File: config.mk
export PLATFORM = sky130hd
export DESIGN_NAME = spatz_tcdm_amo_adapter
export DESIGN_NICKNAME = d
export VERILOG_FILES = /design/src/rtl/spatz_tcdm_amo_adapter_pkg.sv /design/src/rtl/spatz_amo_alu.sv /design/src/rtl/spatz_tcdm_amo_adapter.sv
export SDC_FILE = /design/constraint.sdc
export NUM_CORES = 1
export LEC_CHECK = 0
export ABC_AREA = 1
export CORE_AREA = 2 2 139 141
export DETAILED_ROUTE_END_ITERATION = 10
export DIE_AREA = 0 0 141 143
export MAX_ROUTING_LAYER = met4
export PLACE_DENSITY = 0.8
export SYNTH_ARGS = -nofsm -noshare
export SYNTH_HDL_FRONTEND = slang
export SYNTH_HIERARCHICAL = 1
export SYNTH_SLANG_ARGS = --single-unit
File: constraint.sdc
create_clock -name clk_i -period 3.09 [get_ports clk_i]
set_input_delay 0.618 -clock clk_i [delete_from_list [all_inputs] [get_ports clk_i]]
set_output_delay 0.618 -clock clk_i [all_outputs]
set_load 0.1 [all_outputs]
File: src/rtl/spatz_tcdm_amo_adapter_pkg.sv
// Shared TCDM request/response definitions: atomic opcode encoding and
// the bank adapter state type.
package spatz_tcdm_amo_adapter_pkg;

  typedef enum logic [3:0] {
    AmoNone = 4'h0,
    AmoSwap = 4'h1,
    AmoAdd  = 4'h2,
    AmoAnd  = 4'h3,
    AmoOr   = 4'h4,
    AmoXor  = 4'h5,
    AmoMax  = 4'h6,
    AmoMaxu = 4'h7,
    AmoMin  = 4'h8,
    AmoMinu = 4'h9,
    AmoLr   = 4'hA,
    AmoSc   = 4'hB
  } amo_op_e;

  typedef enum logic {
    Idle,
    AmoWrite
  } adapter_state_e;

  // True for the opcodes that need an in-bank read-modify-write.
  function automatic logic is_rmw_op(input logic [3:0] op);
    return (op >= AmoSwap) && (op <= AmoMinu);
  endfunction

endpackage

File: src/rtl/spatz_amo_alu.sv
// Combinational AMO datapath: result = op(operand_a, operand_b), where
// operand_a is the old memory word and operand_b the request operand.
module spatz_amo_alu
  import spatz_tcdm_amo_adapter_pkg::*;
#(
  parameter int unsigned DataWidth = 32
) (
  input  logic [3:0]           op,
  input  logic [DataWidth-1:0] operand_a,
  input  logic [DataWidth-1:0] operand_b,
  output logic [DataWidth-1:0] result
);

  logic signed [DataWidth-1:0] a_s;
  logic signed [DataWidth-1:0] b_s;
  logic                        lt_s;
  logic                        lt_u;

  assign a_s  = $signed(operand_a);
  assign b_s  = $signed(operand_b);
  assign lt_s = a_s < b_s;
  assign lt_u = operand_a < operand_b;

  always_comb begin
    result = operand_b;
    case (op)
      AmoSwap: result = operand_b;
      AmoAdd:  result = operand_a + operand_b;
      AmoAnd:  result = operand_a & operand_b;
      AmoOr:   result = operand_a | operand_b;
      AmoXor:  result = operand_a ^ operand_b;
      AmoMax:  result = lt_s ? operand_b : operand_a;
      AmoMaxu: result = lt_u ? operand_b : operand_a;
      AmoMin:  result = lt_s ? operand_a : operand_b;
      AmoMinu: result = lt_u ? operand_a : operand_b;
      default: result = operand_b;
    endcase
  end

endmodule

File: src/rtl/spatz_tcdm_amo_adapter.sv
// Per-bank TCDM adapter: fixed one-cycle response latency for loads/stores,
// in-bank read-modify-write for AMOs and a single LR/SC reservation.
module spatz_tcdm_amo_adapter
  import spatz_tcdm_amo_adapter_pkg::*;
#(
  parameter int unsigned AddrWidth = 10,
  parameter int unsigned DataWidth = 32,
  parameter int unsigned StrbWidth = DataWidth / 8
) (
  input  logic                 clk_i,
  input  logic                 rst_i,
  input  logic                 q_valid_i,
  output logic                 q_ready_o,
  input  logic [AddrWidth-1:0] q_addr_i,
  input  logic                 q_write_i,
  input  logic [3:0]           q_amo_i,
  input  logic [DataWidth-1:0] q_data_i,
  input  logic [StrbWidth-1:0] q_strb_i,
  output logic                 p_valid_o,
  output logic [DataWidth-1:0] p_data_o,
  output logic                 sram_req_o,
  output logic                 sram_we_o,
  output logic [AddrWidth-1:0] sram_addr_o,
  output logic [DataWidth-1:0] sram_wdata_o,
  output logic [StrbWidth-1:0] sram_be_o,
  input  logic [DataWidth-1:0] sram_rdata_i
);

  adapter_state_e state_q, state_d;

  logic                 rsv_vld_q;
  logic [AddrWidth-1:0] rsv_addr_q;

  logic [3:0]           amo_op_p1;
  logic [AddrWidth-1:0] amo_addr_p1;
  logic [DataWidth-1:0] amo_operand_p1;
  logic                 vld_p1;
  logic                 resp_sel_rdata_p1;
  logic [DataWidth-1:0] resp_data_p1;

  logic                 hs;
  logic                 is_rmw;
  logic                 is_lr;
  logic                 is_sc;
  logic                 is_store;
  logic                 rsv_hit;
  logic [DataWidth-1:0] alu_result;

  assign is_rmw   = is_rmw_op(q_amo_i);
  assign is_lr    = q_amo_i == AmoLr;
  assign is_sc    = q_amo_i == AmoSc;
  assign is_store = q_write_i && !is_rmw && !is_lr && !is_sc;
  assign rsv_hit  = rsv_vld_q && (rsv_addr_q == q_addr_i);
  assign hs       = q_valid_i && q_ready_o && !rst_i;

  spatz_amo_alu #(
    .DataWidth(DataWidth)
  ) i_amo_alu (
    .op       (amo_op_p1),
    .operand_a(sram_rdata_i),
    .operand_b(amo_operand_p1),
    .result   (alu_result)
  );

  always_comb begin
    state_d      = state_q;
    q_ready_o    = 1'b0;
    sram_req_o   = 1'b0;
    sram_we_o    = 1'b0;
    sram_addr_o  = '0;
    sram_wdata_o = '0;
    sram_be_o    = '0;
    case (state_q)
      Idle: begin
        q_ready_o    = 1'b1;
        sram_req_o   = q_valid_i;
        sram_addr_o  = q_addr_i;
        sram_wdata_o = q_data_i;
        sram_be_o    = '1;
        if (is_sc) begin
          sram_we_o = rsv_hit;
        end else if (is_store) begin
          sram_we_o = 1'b1;
          sram_be_o = q_strb_i;
        end
        if (hs && is_rmw) state_d = AmoWrite;
      end
      AmoWrite: begin
        sram_req_o   = 1'b1;
        sram_we_o    = 1'b1;
        sram_addr_o  = amo_addr_p1;
        sram_wdata_o = alu_result;
        sram_be_o    = '1;
        state_d      = Idle;
      end
      default: state_d = Idle;
    endcase
    // Reset must not let a half-finished AMO reach the bank.
    if (rst_i) begin
      sram_req_o   = 1'b0;
      sram_we_o    = 1'b0;
      sram_addr_o  = '0;
      sram_wdata_o = '0;
      sram_be_o    = '0;
    end
  end

  always_ff @(posedge clk_i) begin
    if (rst_i) begin
      state_q   <= Idle;
      rsv_vld_q <= 1'b0;
      vld_p1    <= 1'b0;
    end else begin
      state_q <= state_d;
      vld_p1  <= hs;
      if (hs) begin
        if (is_lr) begin
          rsv_vld_q <= 1'b1;
        end else if (is_sc) begin
          rsv_vld_q <= 1'b0;
        end else if ((is_rmw || is_store) && rsv_hit) begin
          rsv_vld_q <= 1'b0;
        end
      end
    end
  end

  // Request -> response stage: capture what the response cycle needs.
  always_ff @(posedge clk_i) begin
    if (hs) begin
      amo_op_p1         <= q_amo_i;
      amo_addr_p1       <= q_addr_i;
      amo_operand_p1    <= q_data_i;
      resp_sel_rdata_p1 <= !is_sc && !is_store;
      resp_data_p1      <= {{(DataWidth-1){1'b0}}, is_sc && !rsv_hit};
      if (is_lr) rsv_addr_q <= q_addr_i;
    end
  end

  assign p_valid_o = vld_p1 && !rst_i;
  assign p_data_o  = !p_valid_o        ? '0 :
                     resp_sel_rdata_p1 ? sram_rdata_i : resp_data_p1;

endmodule

After elaboration in Yosys (flattened, before gate mapping)
Index checks and enable logic that the tools add are counted.
{"block": "op_classes", "mux": 27, "n_reduce_logical": 22, "n_bitwise": 4, "order_cmp": 4, "addsub": 1, "eq_ne": 11, "n_mul": 0, "shifts": 0, "n_div": 0}
{"op": "case mux 32 bit (8 select lines)", "count": 1}
{"op": "2-to-1 mux 32 bit", "count": 7}
{"op": "less-than comparator 32 bit", "count": 2}
{"op": "case mux 32 bit (2 select lines)", "count": 1}
{"op": "adder 32 bit", "count": 1}
{"op": "bitwise AND 32 bit", "count": 1}
{"op": "OR 32 bit", "count": 1}
{"op": "XOR 32 bit", "count": 1}
{"op": "case mux 10 bit (2 select lines)", "count": 1}
{"op": "equality test 4 x 3 -> 1 bit (second input constant)", "count": 4}
{"op": "equality test 4 bit (second input constant)", "count": 4}
{"op": "logical AND 1 bit", "count": 12}
{"op": "2-to-1 mux 4 bit", "count": 3}
{"op": "equality test 10 bit", "count": 1}
{"op": "2-to-1 mux 10 bit", "count": 1}
{"op": "2-to-1 mux 1 bit", "count": 9}
{"op": "equality test 4 x 2 -> 1 bit (second input constant)", "count": 2}
{"op": "case mux 4 bit (2 select lines)", "count": 1}
{"op": "logical NOT 1 bit", "count": 6}
{"op": "case mux 1 bit (2 select lines)", "count": 3}
{"op": ">= comparator 4 x 1 -> 1 bit (second input constant)", "count": 1}
{"op": "less-or-equal comparator 4 bit (second input constant)", "count": 1}
{"op": "AND reduction 2 bit", "count": 2}
{"op": "nonzero test 3 bit", "count": 1}
{"op": "2 further kinds", "count": 2}
{"block": "totals", "ram_bits": 0, "mem_bits_ro": 0, "latch_bits": 0, "mem_count": 0, "regBits": 61, "wordCells": 78}

Depth between registers and ports, before layout
Gate-level depths: netlist (run 1).
{"block": "depth", "word_depth": 11, "depth_mapped": 23, "ltp_nobuf": 22}

Modules after synthesis
Netlist (run 1), hierarchy kept.
{"module": "spatz_amo_alu", "seq_area_each_um2": 0.0, "area_each_um2": 6108.4, "instances": 1, "cells_per_inst": 1206}
{"module": "spatz_tcdm_amo_adapter", "seq_area_each_um2": 1801.7, "area_each_um2": 3088.0, "instances": 1, "cells_per_inst": 359}

Least setup slack after synthesis (run 1)
OpenSTA, ideal clock, no wires.
{"block": "synth_path", "path_kind": "input to output", "start": "input sram_rdata_i[27]", "end": "output sram_wdata_o[10]", "required_time_ns": 2.472, "arrival_ns": 3.831, "setup_slack_ns": -1.359, "stages": 20, "cell_sequence": "inv_1 ha_1 buf_2 nor2_1 nand3_1 nor2_1 and3_1 nand2_2 nand2_2 nand2_2 nand2_2 buf_4 nand2_1 nand2_1 nand2_1 nand2_1 nor2_1 nor2_1 nor2_1 nor2_1"}
{"block": "synth_between", "elab_chain_len": 5}
{"element": "start, declared", "line_no": "spatz_tcdm_amo_adapter.sv:26", "rtl": "input logic [DataWidth-1:0] sram_rdata_i"}
{"element": "less-than comparator 32 bit (on tied branches)", "line_no": "spatz_amo_alu.sv:22, spatz_amo_alu.sv:21"}
{"element": "2-to-1 mux 32 bit (on tied branches)"}
{"element": "case mux 32 bit (8 select lines) (*)", "line_no": "spatz_amo_alu.sv:26", "rtl": "case (op)"}
{"element": "via alu_result[10]", "line_no": "spatz_tcdm_amo_adapter.sv:47", "rtl": "logic [DataWidth-1:0] alu_result;"}
{"element": "case mux 32 bit (2 select lines) (*)", "line_no": "spatz_tcdm_amo_adapter.sv:73", "rtl": "case (state_q)"}
{"element": "2-to-1 mux 32 bit (*)", "line_no": "spatz_tcdm_amo_adapter.sv:99", "rtl": "if (rst_i) begin"}
{"element": "end, declared", "line_no": "spatz_tcdm_amo_adapter.sv:24", "rtl": "output logic [DataWidth-1:0] sram_wdata_o,"}
Mark *: on every way through the listed nets, which the timed path passes. The rest lies on a longest branch.

Worst setup path after layout (run 1)
{"block": "layout_path", "start": "register amo_operand_p1[11]", "end": "output sram_wdata_o[20]"}
{"block": "layout_between", "elab_chain_len": 5}
{"element": "start, declared", "line_no": "spatz_tcdm_amo_adapter.sv:36", "rtl": "logic [DataWidth-1:0] amo_operand_p1;"}
{"element": "start signal, assigned", "line_no": "spatz_tcdm_amo_adapter.sv:133", "rtl": "amo_operand_p1 <= q_data_i;"}
{"element": "less-than comparator 32 bit (on tied branches)", "line_no": "spatz_amo_alu.sv:22, spatz_amo_alu.sv:21"}
{"element": "2-to-1 mux 32 bit (on tied branches)"}
{"element": "case mux 32 bit (8 select lines) (*)", "line_no": "spatz_amo_alu.sv:26"}
{"element": "via alu_result[20]", "line_no": "spatz_tcdm_amo_adapter.sv:47"}
{"element": "case mux 32 bit (2 select lines) (*)", "line_no": "spatz_tcdm_amo_adapter.sv:73"}
{"element": "2-to-1 mux 32 bit (*)", "line_no": "spatz_tcdm_amo_adapter.sv:99"}
Marked as above.

==> flow_metrics.py, run 1 <==
metrics = {
    "clocking": {
        "clk_path_buf_depth": 2,
        "cts_buffers": 9,
        "htreeDepth": 3,
        "cts_tree": "done",
        "cts_root_buf": "clkbuf_16",
        "clk_pin_slew_worst_paths_ns": 0.06,
        "clk_latency_ns": 0.34,
        "clock-sinks": 61,
    },
    "power_and_ir_drop": {
        "p_sw_share_pct": 44.78,
        "power_frac_clock_pct": 20.7,
        "peakVddDrop_uv": 741.5,
        "seqPwrFrac_pct": 20.8,
        "p_int_uw": 2585,
        "leakagePower_uw": 0.007398,
        "p_per_area_nw_per_um2": 294.7,
        "power_frac_comb_pct": 58.5,
        "p_sw_uw": 2096,
    },
    "synthesis": {
        "syn_inst": 1565,
        "avgSynthCellArea_um2": 5.876,
        "ys_seq_elements": 61,
        "synth.most_common_cell": "nand2_1",
        "synth_top_area_share_pct": 18.94,
        "synth_area_leaders": "edfxtp_1, nand2_1, ha_1, nor2_1, nand3_1",
        "ys_types": 43,
        "synth_edf_count": 58,
        "syn_nets": 1748,
        "async_reset_ff_share_pct": 0,
        "yosys.area.top_type": "edfxtp_1",
        "yosys_warnings": 6,
        "syn_area_um2": 9196,
        "synthTopCellsByCount": "nand2_1, nor2_1, nand3_1, inv_1",
        "synth-seq-area-share_pct": 19.59,
        "synth-main-ff-cell": "edfxtp_1",
    },
    "cells_and_area": {
        "drive_gt1_share_pct": 35.62,
        "nNetsFinal": 2157,
        "n_antenna_cell": 0,
        "final_area_um2": 15890,
        "synthToLayoutAreaGrowth_pct": 72.73,
        "utilization_pct": 85.49,
        "fin_cells": 2213,
    },
    "sta": {
        "fin_skew_ns": 0.01049,
        "fin_crit_ns": 4.043,
        "drv_slew": 0,
        "finalHoldViolCount": 0,
        "fin_tns_setup_ns": -27.20,
        "fin_ws_ns": -0.9531,
        "timing.hold.ws_ns": 0.6310,
        "rsz0062_at_grt": "true",
        "fmax_mhz": 247.3,
        "post-route-period-util_pct": 130.8,
        "setup_violations": 34,
        "tightestPinTransition_ns": 0.6928,
        "max-slew-margin-rel_pct": 53.33,
    },
    "detailed_routing": {
        "dr_total_vias": 14200,
        "first_pass_iters": 10,
        "antenna_left": 0,
        "highest_layer": "met4",
        "dr_wl_met2_um": 22080,
        "dr_wl_met3_um": 7610,
        "met1_length_um": 18610,
        "drtIter0Drc": 2231,
        "viasPerCell": 6.414,
        "drc": 0,
        "routed_wl_um": 51740,
        "drt-wirelength-per-cell_um": 23.38,
    },
    "setup_path": {
        "end_kind": "primary output",
        "reg2reg_slack_ns": 0.71,
        "crit_chain": "inv_2, ha_4, nor2_4, nand3_1, nor3_2, nand2_2, nand2_4, nand2_8, nand2_8, buf_12, buf_12, inv_8, o21ai_0, a21oi_1, nor2_1, nand3_1, nor2_4, nor2_4, buf_12",
        "start_kind": "flip-flop",
        "path_max_fanout": 9,
        "slowest_delay_ns": 0.49,
        "cp.arrival_ns": 3.43,
        "slowest_stage": "edfxtp_1",
        "critical_path_class": "flip-flop to primary output",
        "cp.required_ns": 2.47,
    },
    "run_status": {
        "violations": "negative setup slack",
        "status": "finished with violations",
    },
    "floorplanning": {
        "die_x_um": 141,
        "io_pins": 168,
        "core_area_um2": 18580,
        "die-area_um2": 20160,
        "die_height_um": 143,
        "start_util_pct": 49.49,
        "rows": 50,
    },
    "place": {
        "dpl_cell_area_um2": 14410,
        "dp.cells": 2173,
        "post-dp-hpwl_um": 34050,
        "gp_congestion": 1.082,
        "numPortBuffers": 167,
    },
    "worst_hold_path": {
        "hold_path_class": "input pin to flip-flop",
    },
    "global_route": {
        "grt_max_degree": 42,
        "first_global_vias": 13450,
        "grt_usage_pct": 50.40,
        "grt_pass1_wl_um": 76400,
        "grt_remaining_overflow": 0,
        "antenna_found_initial": 0,
    },
    "flow_run": {
        "cap_violations": 0,
    },
}
layout make-up:
cell class | count | area [um2]
inverter | 164 | 659.4
sequential | 61 | 1802
clock buffer | 14 | 264.0
timing repair inverter | 1 | 11.26
timing repair buffer | 463 | 4956
tap | 234 | 292.8
fill | 1035 | 2695
multi-input combinational | 1274 | 7890
clock inverter | 2 | 10.01
metal layers:
metal | GRT usage (%) | vias to the layer above
met5 | - | -
li1 | - | 5938
met1 | 62.09 | 6470
met2 | 77.18 | 1376
met4 | 22.05 | 0
met3 | 14.65 | 411
metrics by stage:
step | worst slack, ns | total power, uW
after floorplan | -0.4224 | 2276
after global placement | -1.196 | 3233
after detailed placement | -1.312 | 3277
after CTS | -0.7117 | 4450
after global routing | -1.021 | 4790
final | -0.9531 | 4681
cell families after synthesis:
kind of cell	count (synthesis)	share of synthesized area, %
DFF	61	19.59
xor gates and xnor gates	6	0.5714
and+or+nand+nor	926	41.47
buffers and inverters	233	10.31
AOI/OAI and AO/OA	242	14.78
adders and majority gates	97	13.28
placed cells by master (no fill, tap or decap), types with 5 or more instances in the layout:
master	count
nand4_1	7
buf_2	5
ha_2	5
inv_2	48
nand2_8	6
xor2_1	6
nor3_1	7
a221oi_1	10
a21oi_1	67
o21ai_0	76
o22ai_1	11
nor2_1	188
nor2_2	53
clkdlybuf4s15_1	9
o21a_1	6
nand2_2	26
o21ai_1	17
o21ai_2	5
nand2_1	383
clkdlybuf4s15_2	10
a21oi_2	20
nand2_4	11
dlygate4sd2_1	8
edfxtp_1	58
ha_1	64
nand3b_1	7
inv_1	111
ha_4	27
clkdlybuf4s50_1	49
nand3_2	20
clkbuf_16	10
nor3_2	6
nand3_1	151
buf_12	88
buf_6	25
buf_4	259
nor2_4	55
a211oi_1	6
what timing repair did:
item,CTS,global route
buffers inserted,13,6
endpoints found under the setup margin,32,36
pin swaps,84,45
gates resized for setup,285,69
hold endpoints to repair,0,0
hold buffers,0,0
gates cloned,5,2
power groups by stage:
stage / Combinational [uW] / Clock, uW / Sequential (uW)
CTS: 2530 / 949 / 967
finish: 2740 / 969 / 972
global placement: 2250 / 0 / 980
global route: 2830 / 990 / 972
floorplan: 1290 / 0 / 982
detailed placement: 2300 / 0 / 982
state kept, by name (all words and copies together), names as in the netlist:
name and flops:
state_q 1, rsv_addr_q 10, resp_sel_rdata_p1 1, resp_data_p1 1, rsv_vld_q 1, vld_p1 1, amo_op_p1 4, amo_operand_p1 32
amo_addr_p1 10
path summary, 6_finish.rpt:
check,startpoint,to,cells past startpoint
worst max-delay path,amo_operand_p1[11],sram_wdata_o[20],19
worst min-delay path,q_addr_i[7],rsv_addr_q[7],1
worst max register to register,state_q,rsv_addr_q[8],6
worst min register to register,rsv_vld_q,rsv_vld_q,3
worst max-delay path: cells and delay by family (launching register included):
kind	cells	cell delay, ns
and+or+nand+nor	11	1.37
buffers and inverters	5	0.64
DFF	1	0.49
AOI/OAI and AO/OA	2	0.35
adders and majority gates	1	0.22
(Power assumes the default switching activity.)
==> inputs of run 2 (changes only) <==
--- a/config.mk
+++ b/config.mk
@@ -9,6 +9,7 @@
 export CORE_AREA = 2 2 139 141
 export DETAILED_ROUTE_END_ITERATION = 10
 export DIE_AREA = 0 0 141 143
+export GPL_TIMING_DRIVEN = 0
 export MAX_ROUTING_LAYER = met4
 export PLACE_DENSITY = 0.8
 export SYNTH_ARGS = -nofsm -noshare
==> run 2 against run 1 <==
The flow still finishes with violations (negative setup slack). Count of clock-buffer cells in the layout fell by 4. Setup slack gained 0.088 ns. Sequential share of layout area grew 1.8 points. First-iteration DRC count shrank 33%. Power shrank 7.7%. Fmax is 2.2% higher. Non-clock buffer count is 148 lower. Register-to-register slack better by 0.51 ns.
==> flow_metrics.py, run 2 (synthesized netlist as in run 1, its figures left out) <==
metrics = {
    "detailed_routing": {
        "drt-wirelength-per-cell_um": 20.23,
        "viasPerCell": 5.918,
        "drtIter0Drc": 1502,
        "dr_total_vias": 12200,
        "highest_layer": "met4",
        "dr_wl_met3_um": 5443,
        "antenna_left": 0,
        "routed_wl_um": 41700,
        "first_pass_iters": 5,
        "dr_wl_met2_um": 18260,
        "drc": 0,
        "met1_length_um": 16930,
    },
    "sta": {
        "max-slew-margin-rel_pct": 29.41,
        "setup_violations": 32,
        "finalHoldViolCount": 0,
        "rsz0062_at_grt": "true",
        "tightestPinTransition_ns": 1.055,
        "fin_ws_ns": -0.8646,
        "fin_tns_setup_ns": -25.74,
        "fin_crit_ns": 3.955,
        "fmax_mhz": 252.9,
        "fin_skew_ns": 0.005385,
        "post-route-period-util_pct": 128.0,
        "drv_slew": 0,
    },
    "clocking": {
        "clock-sinks": 61,
        "clk_path_buf_depth": 2,
        "clk_pin_slew_worst_paths_ns": 0.05,
        "cts_tree": "done",
        "cts_root_buf": "clkbuf_16",
        "clk_latency_ns": 0.33,
        "ctsHoldBuffers": 0,
        "htreeDepth": 3,
        "cts_buffers": 9,
    },
    "setup_path": {
        "worstSetupStartpoint": "amo_operand_p1[14]",
        "cp.required_ns": 2.47,
        "end_kind": "primary output",
        "rr_endpoint": "rsv_addr_q[5]",
        "crit_chain": "inv_2, ha_1, buf_6, nor2_4, nand2_1, nor2_1, a21oi_2, nand2_4, nand2_8, nand2_8, nand2_4, nand2_4, clkbuf_16, buf_8, nand3_1, nand3b_1, nor2_1, nor2_1, nor2_2, nor2_4, buf_12",
        "crit_end": "sram_wdata_o[15]",
        "reg2reg_depth": 5,
        "reg2reg_slack_ns": 1.22,
        "slowest_delay_ns": 0.46,
        "cp.arrival_ns": 3.34,
        "path_depth": 21,
        "critical_path_class": "flip-flop to primary output",
        "path_max_fanout": 8,
        "cpLargestDelayFamily": "simple AND/OR/NAND/NOR gates",
        "cp_num_buf_inv": 5,
        "slowest_stage": "edfxtp_1",
        "start_kind": "flip-flop",
        "reg2reg_from": "state_q",
    },
    "cells_and_area": {
        "nNetsFinal": 2005,
        "largest_reg_flops": 32,
        "top_register": "amo_operand_p1",
        "synthToLayoutAreaGrowth_pct": 49.63,
        "final_area_um2": 13760,
        "top_regs": "amo_operand_p1 (32), amo_addr_p1 (10), rsv_addr_q (10)",
        "mostFrequentLayoutCell": "nand2_1",
        "fin_cells": 2061,
        "n_antenna_cell": 0,
        "layout_common_cells": "nand2_1, nor2_1, nand3_1",
        "drive_gt1_share_pct": 29.99,
    },
    "power_and_ir_drop": {
        "p_per_area_nw_per_um2": 313.9,
        "leakagePower_uw": 0.006328,
        "peakVddDrop_uv": 496.4,
    },
    "global_route": {
        "grt_usage_pct": 40.79,
        "grt_pass1_wl_um": 62070,
        "grt_remaining_overflow": 0,
        "grt_max_degree": 35,
        "antenna_found_initial": 0,
        "first_global_vias": 11300,
    },
    "place": {
        "post-dp-hpwl_um": 29760,
        "gp_congestion": 0.9633,
        "numPortBuffers": 167,
        "dpl_cell_area_um2": 11900,
        "pre_cts_ws_ns": -2.470,
        "dp.cells": 1967,
    },
    "floorplanning": {
        "die_x_um": 141,
        "die_height_um": 143,
        "rows": 50,
        "die-area_um2": 20160,
        "core_area_um2": 18580,
        "start_util_pct": 49.49,
        "io_pins": 168,
    },
    "run_status": {
        "status": "finished with violations",
        "violations": "negative setup slack",
    },
    "flow_run": {
        "cap_violations": 0,
    },
    "worst_hold_path": {
        "hold_path_class": "flip-flop to flip-flop",
    },
}
-- run 2: cell count changes in the layout (fill, tap and decap cells not counted), moves of 8 or more --
| cell | delta |
|---|---|
| buf_12 | -52 |
| nand3_1 | -12 |
| nor2_2 | +8 |
| clkdlybuf4s15_1 | -9 |
| buf_4 | -163 |
| nor2_4 | -12 |
| clkbuf_1 | +19 |
| buf_2 | +50 |
| nand3_2 | +10 |
-- run 2: cell type report --
type                    count  area [um2]
plain buffers              64       446.7
clock buffers              10       229.0
clock inverters             6       77.57
fillers                  1485        4820
inverters                 164       648.1
multi-input cells        1271        7796
flip-flops and latches     61        1802
well taps                 234       292.8
repair buffers            251        2469
-- run 2: worst min-delay path by stage --
stage,start,endpoint,cells past startpoint
CTS,rsv_vld_q,rsv_vld_q,3
detailed placement,rsv_vld_q,rsv_vld_q,3
finish,rsv_vld_q,rsv_vld_q,3
floorplan,rsv_vld_q,rsv_vld_q,3
global placement,rsv_vld_q,rsv_vld_q,3
global route,rsv_vld_q,rsv_vld_q,3
-- run 2: stage by stage --
| stage | util, % | hold slack [ns] | power (uW) |
|---|---|---|---|
| 2_1_floorplan | - | 0.5202 | 2276 |
| 3_3_place_gp | 63.93 | 0.5464 | 2826 |
| 3_5_place_dp | 64.03 | 0.5593 | 2847 |
| 4_1_cts | 71.76 | 0.5666 | 4125 |
| 5_1_grt | 74.06 | 0.6055 | 4478 |
| 6_report | 74.06 | 0.5808 | 4320 |
-- run 2: worst register-to-register path, cell delays in order (launching register included) --
cell and delay [ns]:
dfxtp_1 0.33, inv_2 0.14, nand3_1 0.22, inv_2 0.38, nand2_1 0.13, inv_1 0.34
-- run 2: routing by layer --
metal	up-vias	GRT usage (%)
li1	5632	-
met4	0	9.842
met2	803	62.31
met1	5651	53.72
met5	-	-
met3	110	11.50
-- run 2: repair_timing --
| action | 4_1_cts | 5_1_grt |
|---|---|---|
| pin swaps | 58 | 71 |
| setup endpoints to repair | 81 | 59 |
| resized for setup | 795 | 148 |
| cloned | 1 | 3 |
| setup buffers | 59 | 20 |
-- run 2: power breakdown --
part           leakage, uW  switching [uW]  internal, uW
registers         0.000563            33.1           944
clock network     0.000151             338           696
logic              0.00561            1500           812
total              0.00633            1870          2450
==> inputs of run 3 (changes only) <==
--- a/config.mk
+++ b/config.mk
@@ -11,7 +11,7 @@
 export DIE_AREA = 0 0 141 143
 export GPL_TIMING_DRIVEN = 0
 export MAX_ROUTING_LAYER = met4
-export PLACE_DENSITY = 0.8
+export PLACE_DENSITY = 0.9
 export SYNTH_ARGS = -nofsm -noshare
 export SYNTH_HDL_FRONTEND = slang
 export SYNTH_HIERARCHICAL = 1
==> constraint.sdc (replaced) <==
create_clock -name clk_i -period 3.5 [get_ports clk_i]
set_input_delay 0.7 -clock clk_i [delete_from_list [all_inputs] [get_ports clk_i]]
set_output_delay 0.7 -clock clk_i [all_outputs]
set_load 0.1 [all_outputs]
==> run 3 against run 2 <==
The run still ends with negative setup slack left. Non-clock buffer count grew 9. Sequential share of layout area fell by 0.26 points. Combinational power is 7% lower. Design area rose by 2.1%. Count of clock-buffer cells in the layout is the same. Power shrank 13%. Critical path depth increased by 2. Sequential power shrank 12%. Largest cell class unchanged.
==> flow_metrics.py, run 3 (synthesized netlist as in run 1, its figures left out) <==
metrics = {
    "run_status": {
        "status": "finished with violations",
        "violations": "negative setup slack",
    },
    "cells_and_area": {
        "layout_common_cells": "nand2_1, nor2_1, nand3_1",
        "mostFrequentLayoutCell": "nand2_1",
        "top_regs": "amo_operand_p1 (32), amo_addr_p1 (10), rsv_addr_q (10)",
        "synthToLayoutAreaGrowth_pct": 52.71,
        "n_antenna_cell": 0,
        "largest_reg_flops": 32,
        "drive_gt1_share_pct": 29.99,
        "nNetsFinal": 2014,
        "utilization_pct": 75.58,
        "top_register": "amo_operand_p1",
    },
    "clocking": {
        "cts_buffers": 9,
        "clk_path_buf_depth": 2,
        "cts_root_buf": "clkbuf_16",
        "clock-sinks": 61,
        "clk_pin_slew_worst_paths_ns": 0.05,
        "clk_latency_ns": 0.33,
        "cts_tree": "done",
        "ctsHoldBuffers": 0,
        "htreeDepth": 3,
    },
    "floorplanning": {
        "rows": 50,
        "start_util_pct": 49.49,
        "io_pins": 168,
        "die_height_um": 143,
        "die-area_um2": 20160,
        "die_x_um": 141,
        "core_area_um2": 18580,
    },
    "detailed_routing": {
        "routed_wl_um": 44430,
        "drt-wirelength-per-cell_um": 21.48,
        "dr_total_vias": 12930,
        "drc": 0,
        "drtIter0Drc": 2037,
        "antenna_left": 0,
        "first_pass_iters": 8,
        "viasPerCell": 6.253,
    },
    "place": {
        "pre_cts_ws_ns": -2.188,
        "numPortBuffers": 167,
        "post-dp-hpwl_um": 29230,
        "gp_congestion": 1.003,
    },
    "global_route": {
        "antenna_found_initial": 0,
        "grt_max_degree": 35,
        "first_global_vias": 12070,
        "grt_pass1_wl_um": 65370,
        "grt_remaining_overflow": 0,
        "grt_usage_pct": 42.76,
    },
    "sta": {
        "drv_slew": 0,
        "fin_ws_ns": -0.6509,
        "rsz0062_at_grt": "true",
        "fmax_mhz": 240.9,
        "finalHoldViolCount": 0,
        "post-route-period-util_pct": 118.6,
        "fin_crit_ns": 4.151,
        "timing.hold.ws_ns": 0.5936,
        "max-slew-margin-rel_pct": 31.62,
        "fin_skew_ns": 0.004829,
        "setup_violations": 32,
        "tightestPinTransition_ns": 1.030,
    },
    "setup_path": {
        "cp.required_ns": 2.80,
        "end_kind": "primary output",
        "cpLargestDelayFamily": "buffers and inverters",
        "path_depth": 23,
        "slowest_delay_ns": 0.29,
        "reg2reg_slack_ns": 1.56,
        "start_kind": "input pin",
        "cp_num_buf_inv": 9,
        "rr_endpoint": "rsv_addr_q[2]",
        "reg2reg_from": "state_q",
        "cp.arrival_ns": 3.45,
        "crit_top_cell": "buf_12",
        "path_max_fanout": 6,
        "slowest_stage": "ha_4",
        "critical_path_class": "input pin to primary output",
        "reg2reg_depth": 5,
        "crit_chain": "buf_8, inv_4, ha_4, buf_12, inv_8, a21oi_4, o21a_1, nand2_2, a21oi_4, buf_12, nand2_8, nand2_4, nand2_4, buf_12, buf_8, buf_4, nand3_2, nand3b_1, nor2_2, nor2_2, nor2_2, nor2_4, buf_12",
    },
    "worst_hold_path": {
        "hold_depth": 3,
        "hold_path_class": "flip-flop to flip-flop",
        "hold_path_startpoint": "rsv_vld_q",
        "hold-path-endpoint": "rsv_vld_q",
    },
    "power_and_ir_drop": {
        "power_uw": 3772,
        "peakVddDrop_uv": 461.5,
        "p_per_area_nw_per_um2": 268.6,
        "leakagePower_uw": 0.006403,
    },
    "flow_run": {
        "cap_violations": 0,
    },
}
## run 3: stage by stage
| stage | area (um2) | setup TNS, ns | instances |
|---|---|---|---|
| after floorplan | 10040 | -3.987 | 1565 |
| after global placement | 12010 | -80.57 | 1966 |
| after detailed placement | 12030 | -79.16 | 1967 |
| after CTS | 13570 | -11.65 | 2042 |
| after global routing | 14040 | -20.51 | 2068 |
| final | 14040 | -18.53 | 2068 |
## run 3: repair_timing
action	4_1_cts	5_1_grt
buffers inserted	61	25
hold endpoints to repair	0	0
endpoints found under the setup margin	80	56
pin swaps	56	76
gates resized for setup	726	138
cloned	5	1
## run 3: tightest hold or removal path, cell delays in order (launching register included)
cell and delay, ns:
dfxtp_1 0.32, o21a_1 0.11, nand2_1 0.07, a21oi_1 0.05
## run 3: where the power goes
part           internal [uW]  leakage, uW  switching [uW]
clock                    462     0.000123             296
sequential               834     0.000563            29.7
combinational            775      0.00572            1380
## run 3: layout make-up
type | instances | area [um2]
multi-input combinational | 1271 | 7815
clock buffer | 10 | 229.0
fill | 1275 | 4537
clock inverter | 4 | 17.52
sequential | 61 | 1802
tap | 234 | 292.8
buffer | 64 | 485.5
timing repair buffer | 260 | 2729
inverter | 164 | 673.1
## run 3: worst max path at each step
| stage | startpoint | endpoint | slack [ns] |
|---|---|---|---|
| final | sram_rdata_i[31] | sram_wdata_o[9] | -0.65 |
| after global routing | amo_operand_p1[6] | sram_wdata_o[6] | -0.70 |
| after CTS | amo_operand_p1[31] | sram_wdata_o[18] | -0.40 |
| after detailed placement | sram_rdata_i[19] | sram_wdata_o[25] | -2.19 |
| after global placement | sram_rdata_i[19] | sram_wdata_o[27] | -2.10 |
| after floorplan | sram_rdata_i[19] | sram_wdata_o[27] | -0.16 |
## run 3: routing by layer
metal	wire [um]	vias up	GRT usage [%]
li1	-	5654	-
met1	16060	5841	53.40
met2	19340	1151	66.80
met3	6532	285	11.40
met4	2500	0	15.74
met5	0	-	-
